## config.mk

```make
export PLATFORM = sky130hd
export DESIGN_NAME = uart_rx_byte
export DESIGN_NICKNAME = d
export VERILOG_FILES = /design/src/rtl/uart_rx_byte_pkg.sv /design/src/rtl/sync_2ff.sv /design/src/rtl/uart_rx_byte.sv
export SDC_FILE = /design/constraint.sdc
export NUM_CORES = 1
export LEC_CHECK = 0
export ABC_AREA = 1
export CAP_MARGIN = 15
export CORE_MARGIN = 1
export CORE_UTILIZATION = 61
export CTS_CLUSTER_SIZE = 16
export DETAILED_ROUTE_END_ITERATION = 8
export PLACE_DENSITY = 0.83
export SETUP_SLACK_MARGIN = 0.02
export SLEW_MARGIN = 20
export SYNTH_ARGS = -nofsm -noshare
export SYNTH_HDL_FRONTEND = slang
export SYNTH_SLANG_ARGS = --single-unit
export TNS_END_PERCENT = 100
```

## constraint.sdc

```tcl
create_clock -name clk -period 4.83 [get_ports clk]
set_clock_uncertainty 0.2 [all_clocks]
set_input_delay 1.449 -clock clk [delete_from_list [all_inputs] [get_ports clk]]
set_output_delay 1.449 -clock clk [all_outputs]
set_load 0.05 [all_outputs]
```

## src/rtl/uart_rx_byte_pkg.sv

```systemverilog
// Shared definitions for the UART receive path and its downstream LED blink-count block.
package uart_rx_byte_pkg;

  typedef enum logic [2:0] {
    IDLE      = 3'd0,
    START     = 3'd1,
    DATA      = 3'd2,
    STOP      = 3'd3,
    WAIT_IDLE = 3'd4
  } state_t;

  localparam int DEF_CLK_FREQ     = 27_000_000;
  localparam int DEF_BAUD         = 115_200;
  localparam int DEF_PACKAGE_SIZE = 8;
  localparam int LED_HALF_PERIOD  = DEF_CLK_FREQ / 2;

  // Index width for a counter over n items, never narrower than one bit.
  function automatic int idx_width(input int n);
    return (n <= 2) ? 1 : $clog2(n);
  endfunction

endpackage

```

## src/rtl/sync_2ff.sv

```systemverilog
// Two-flop synchroniser for a single asynchronous level input; reset value selectable.
module sync_2ff #(
  parameter logic RST_VAL = 1'b1
) (
  input  logic i_clk,
  input  logic i_rst_n,
  input  logic i_d,
  output logic o_q
);

  logic r_meta;
  logic r_sync;

  always_ff @(posedge i_clk or negedge i_rst_n) begin
    if (!i_rst_n) begin
      r_meta <= RST_VAL;
      r_sync <= RST_VAL;
    end else begin
      r_meta <= i_d;
      r_sync <= r_meta;
    end
  end

  assign o_q = r_sync;

endmodule

```

## src/rtl/uart_rx_byte.sv

```systemverilog
// 8N1 UART receiver: mid-bit sampling of a synchronised RX line, one-cycle data/frame-error strobes.
module uart_rx_byte
  import uart_rx_byte_pkg::*;
#(
  parameter int CLK_FREQ     = DEF_CLK_FREQ,
  parameter int BAUD         = DEF_BAUD,
  parameter int PACKAGE_SIZE = DEF_PACKAGE_SIZE
) (
  input  logic                    clk,
  input  logic                    rst_n,
  input  logic                    rx,
  output logic [PACKAGE_SIZE-1:0] data,
  output logic                    data_ready,
  output logic                    frame_err
);

  localparam int CLKS_PER_BIT = CLK_FREQ / BAUD;
  localparam int TICK_W       = $clog2(CLKS_PER_BIT);
  localparam int IDX_W        = idx_width(PACKAGE_SIZE);

  localparam logic [TICK_W-1:0] TICK_LAST = TICK_W'(CLKS_PER_BIT - 1);
  localparam logic [TICK_W-1:0] TICK_HALF = TICK_W'(CLKS_PER_BIT / 2 - 1);
  localparam logic [TICK_W-1:0] TICK_ONE  = TICK_W'(1);
  localparam logic [IDX_W-1:0]  IDX_LAST  = IDX_W'(PACKAGE_SIZE - 1);
  localparam logic [IDX_W-1:0]  IDX_ONE   = IDX_W'(1);

  logic w_rx_s;

  state_t                  r_state, w_state_nxt;
  logic [TICK_W-1:0]       r_tick,  w_tick_nxt;
  logic [IDX_W-1:0]        r_bit,   w_bit_nxt;
  logic [PACKAGE_SIZE-1:0] r_shift, w_shift_nxt;
  logic [PACKAGE_SIZE-1:0] r_data,  w_data_nxt;
  logic                    r_ready, w_ready_nxt;
  logic                    r_ferr,  w_ferr_nxt;

  sync_2ff #(.RST_VAL(1'b1)) u_sync (
    .i_clk   (clk),
    .i_rst_n (rst_n),
    .i_d     (rx),
    .o_q     (w_rx_s)
  );

  always_ff @(posedge clk or negedge rst_n) begin
    if (!rst_n) begin
      r_state <= IDLE;
      r_tick  <= '0;
      r_bit   <= '0;
      r_shift <= '0;
      r_data  <= '0;
      r_ready <= 1'b0;
      r_ferr  <= 1'b0;
    end else begin
      r_state <= w_state_nxt;
      r_tick  <= w_tick_nxt;
      r_bit   <= w_bit_nxt;
      r_shift <= w_shift_nxt;
      r_data  <= w_data_nxt;
      r_ready <= w_ready_nxt;
      r_ferr  <= w_ferr_nxt;
    end
  end

  always_comb begin
    w_state_nxt = r_state;
    w_tick_nxt  = r_tick;
    w_bit_nxt   = r_bit;
    w_shift_nxt = r_shift;
    w_data_nxt  = r_data;
    w_ready_nxt = 1'b0;
    w_ferr_nxt  = 1'b0;
    case (r_state)
      IDLE: begin
        w_tick_nxt = '0;
        if (!w_rx_s) w_state_nxt = START;
      end
      START: begin
        // Re-check the line half a bit in so short glitches are rejected.
        if (r_tick == TICK_HALF) begin
          w_tick_nxt = '0;
          if (w_rx_s) begin
            w_state_nxt = IDLE;
          end else begin
            w_bit_nxt   = '0;
            w_state_nxt = DATA;
          end
        end else begin
          w_tick_nxt = r_tick + TICK_ONE;
        end
      end
      DATA: begin
        if (r_tick == TICK_LAST) begin
          w_tick_nxt         = '0;
          w_shift_nxt[r_bit] = w_rx_s;
          if (r_bit == IDX_LAST) begin
            w_state_nxt = STOP;
          end else begin
            w_bit_nxt = r_bit + IDX_ONE;
          end
        end else begin
          w_tick_nxt = r_tick + TICK_ONE;
        end
      end
      STOP: begin
        // Leaving mid stop bit leaves half a bit to catch a back-to-back start edge.
        if (r_tick == TICK_LAST) begin
          w_tick_nxt = '0;
          if (w_rx_s) begin
            w_data_nxt  = r_shift;
            w_ready_nxt = 1'b1;
            w_state_nxt = IDLE;
          end else begin
            w_ferr_nxt  = 1'b1;
            w_state_nxt = WAIT_IDLE;
          end
        end else begin
          w_tick_nxt = r_tick + TICK_ONE;
        end
      end
      WAIT_IDLE: begin
        w_tick_nxt = '0;
        if (w_rx_s) w_state_nxt = IDLE;
      end
      default: begin
        w_tick_nxt  = '0;
        w_state_nxt = IDLE;
      end
    endcase
  end

  assign data       = r_data;
  assign data_ready = r_ready;
  assign frame_err  = r_ferr;

endmodule
```

==> out/metrics.yaml <==
min_from: "u_sync.r_meta"
wl_mm: 3.350
synth_compound_area_share_pct: 1.186
cellPowerDensity_mw_per_mm2: 261.5
slew_violations: 0
synthesis.nets: 210
max_freq_mhz: 313.0
clockRootBuffer: "clkbuf_4"
first_global_vias: 1255
post-route-util_pct: 75.02
grt_busiest_layer: "met2"
finalCritPeriodShare_pct: 66.15
synthAdderAreaFrac_pct: 3.706
path_clk_slew_ns: 0.11
dieHeight_um: 54.60
synth.area.mux_share_pct: 0
grt_max_degree: 35
yosys.cell_types.count: 23
syn-cell-area_sq_mm: 0.001688
antenna_found_initial: 0
io_buffers: 12
wire_per_inst_um: 13.40
path_depth: 1
required_ns: 3.18
r2r-end: "r_tick[5]"
gp_congestion: 0.8208
holdBufCountCts: 0
nFillCells: 186
place_worst_setup_slack_ns: 2.014
syn_area_per_cell_sq_um: 8.356
fin_crit_ns: 3.195
numCtsBuffers: 5
area_growth_pct: 13.12
ys_seq_elements: 34
synthXorXnorAreaFrac_pct: 1.557
crit_family: "buffers and inverters"
yosysWarnings: 0
reg2reg_depth: 9
p_seq_share_pct: 57.7
p_switching_mw: 0.1038
cts_tree: "yes"
dieArea_sq_mm: 0.002981
die_x_um: 54.60
post_cts_buffers: 0
crit_path_max_fanout: 2
grt_pass1_wl_mm: 5.361
io_pins: 13
grt_use_met3_pct: 8.611
endpoint_kind: "primary output"
grt_use_met2_pct: 44.58
grtUsageTotal_pct: 26.51
hold_viol: 0
worst_slack_ns: 1.635
cp_slowest_stage_delay_ns: 0.83
avgViaCountPerCell: 5.432
final_area_sq_mm: 0.001909
antenna_left: 0
drtIter0Drc: 24
syn_inst: 202
max_cap_violations: 0
gr-total-overflow: 0
nNetsFinal: 227
initial_core_util_pct: 66.32
core_area_sq_mm: 0.002545
layout.cells.non_filler: 250
post-place-cells: 242
synth_top_family_by_area: "simple AND/OR/NAND/NOR gates"
cts.path.max_buffers: 2
path_class: "reg2out"
critPathLaunch: "data[7]"
clkPwrFrac_pct: 40.7
dr.pass1.iters: 4
critPathSlowestCell: "clkdlybuf4s50_1"
r2r_start: "r_tick[1]"
tns_ns: 0
dp_hpwl_mm: 2.428
gr-usage-met1_pct: 31.15
switching_share_pct: 20.79
arrival_ns: 1.55
rows: 18
rsz0062_at_grt: "false"
r2r_slack_ns: 3.01
htree_levels: 2
worstMarginPinSlew_ns: 0.5191
p_int_mw: 0.3954
crit_chain: "clkdlybuf4s50_1"
crit_path_end: "data[7]"
yosysSeqAreaShare_pct: 50.56
drive_gt1_share_pct: 9.545
yosys.area_share.simple_pct: 36.32
clk-insertion-delay-late_ns: 0.34
n_antenna_cell: 0
clkSinkCount: 34
crit_buf_inv: 1
ir_drop_v: 0.0004114
comb_power_share_pct: 1.6
vias: 1358
max_slew_margin_pct: 65.28
cp-start-kind: "flop"
place_area_sq_mm: 0.001832
status: "completed"
drcViolationCount: 0
ctsResizeCount: 0
setup_viol: 0
p_leak_nw: 1.026
min_path_type: "reg2reg"
per-layer routing:
layer  up-vias  part of all wire (%)
li1        679                     -
met3         6                   5.2
met4         0                   1.4
met5         -                     0
met2        37                    50
met1       636                    43
worst reg2reg max path: stages (launching register included):
cell and delay, ns:
dfrtp_1 0.42, inv_1 0.09, ha_1 0.15, nand2_1 0.10, nor2_4 0.15, nand2_4 0.10, nand2_1 0.15, nand2_1 0.11
inv_1 0.20, nor2_1 0.08
cells by family after synthesis:
kind of cell	after synthesis
simple gates	130
buf+inv	27
fa+ha+maj	5
compound gates	3
xor+xnor	3
flops	34
cells in the final DEF (no fill, tap or decap):
cell,Yosys,final
clkdlybuf4s50_1,0,12
nand2_2,2,2
nand2_1,70,70
xnor2_1,2,2
ha_1,5,5
buf_4,0,1
nand3_1,17,17
nand3_2,2,2
nor2_4,2,2
dfstp_2,2,2
o21bai_1,2,2
nand2_4,1,1
inv_1,22,22
nor2_1,17,17
nand4_1,14,14
dfrtp_1,32,32
nor2_8,1,1
nand4_2,1,1
clkinv_2,1,3
clkinv_1,1,1
clkbuf_4,0,5
o21ai_0,1,1
bufinv_16,0,1
xor2_1,1,1
nor3_1,3,3
cell usage after synthesis:
cell type,count,area [sq um]
buf_2,2,10.01
buf_6,1,11.26
clkinv_1,1,3.750
clkinv_2,1,5.000
dfrtp_1,32,800.8
dfstp_2,2,52.55
ha_1,5,62.56
inv_1,22,82.58
nand2_1,70,262.8
nand2_2,2,12.51
nand2_4,1,11.26
nand3_1,17,85.08
nand3_2,2,20.02
nand4_1,14,87.58
nand4_2,1,12.51
nor2_1,17,63.81
nor2_4,2,22.52
nor2_8,1,20.02
nor3_1,3,15.01
o21ai_0,1,5.000
o21bai_1,2,15.01
xnor2_1,2,17.52
xor2_1,1,8.760
how the worst min path moves through the flow:
| stage | to | slack [ns] | cells after the start |
|---|---|---|---|
| 6_report | u_sync.o_q | 0.16 | 0 |
| 3_3_place_gp | u_sync.o_q | 0.15 | 0 |
| 2_1_floorplan | u_sync.o_q | 0.15 | 0 |
| 5_1_grt | u_sync.o_q | 0.17 | 0 |
| 4_1_cts | u_sync.o_q | 0.16 | 0 |
| 3_5_place_dp | u_sync.o_q | 0.15 | 0 |
through the flow:
stage	hold WS (ns)	total power, mW
global placement	0.1466	0.3014
finish	0.1600	0.4992
detailed placement	0.1475	0.3018
floorplan	0.1452	0.2938
global route	0.1680	0.5160
CTS	0.1618	0.5035
area by class of cell:
class                   count  area, sq um  share of cell area [%]
clock buffers               5        37.54                   1.966
clock inverters             3        40.04                   2.097
inverters                  24        91.34                   4.784
multi-input cells         141        721.9                   37.81
flip-flops and latches     34        853.3                   44.69
well taps                  30        37.54                   1.966
repair buffers             13        127.6                   6.684
state kept, by name, summed over array words and instances, names as in the netlist:
| name | count |
|---|---|
| r_tick | 8 |
| u_sync.o_q | 1 |
| r_state | 3 |
| r_shift | 8 |
| r_bit | 3 |
| data | 8 |
| frame_err | 1 |
| u_sync.r_meta | 1 |
| data_ready | 1 |
power by group through the flow:
stage               registers, mW  logic (mW)  clock network [mW]
floorplan                   0.292     0.00171                   0
global placement            0.293     0.00813                   0
detailed placement          0.293     0.00837                   0
CTS                         0.288     0.00840               0.207
global route                0.288     0.00984               0.218
finish                      0.288     0.00806               0.203
(Power assumes the default switching activity.)
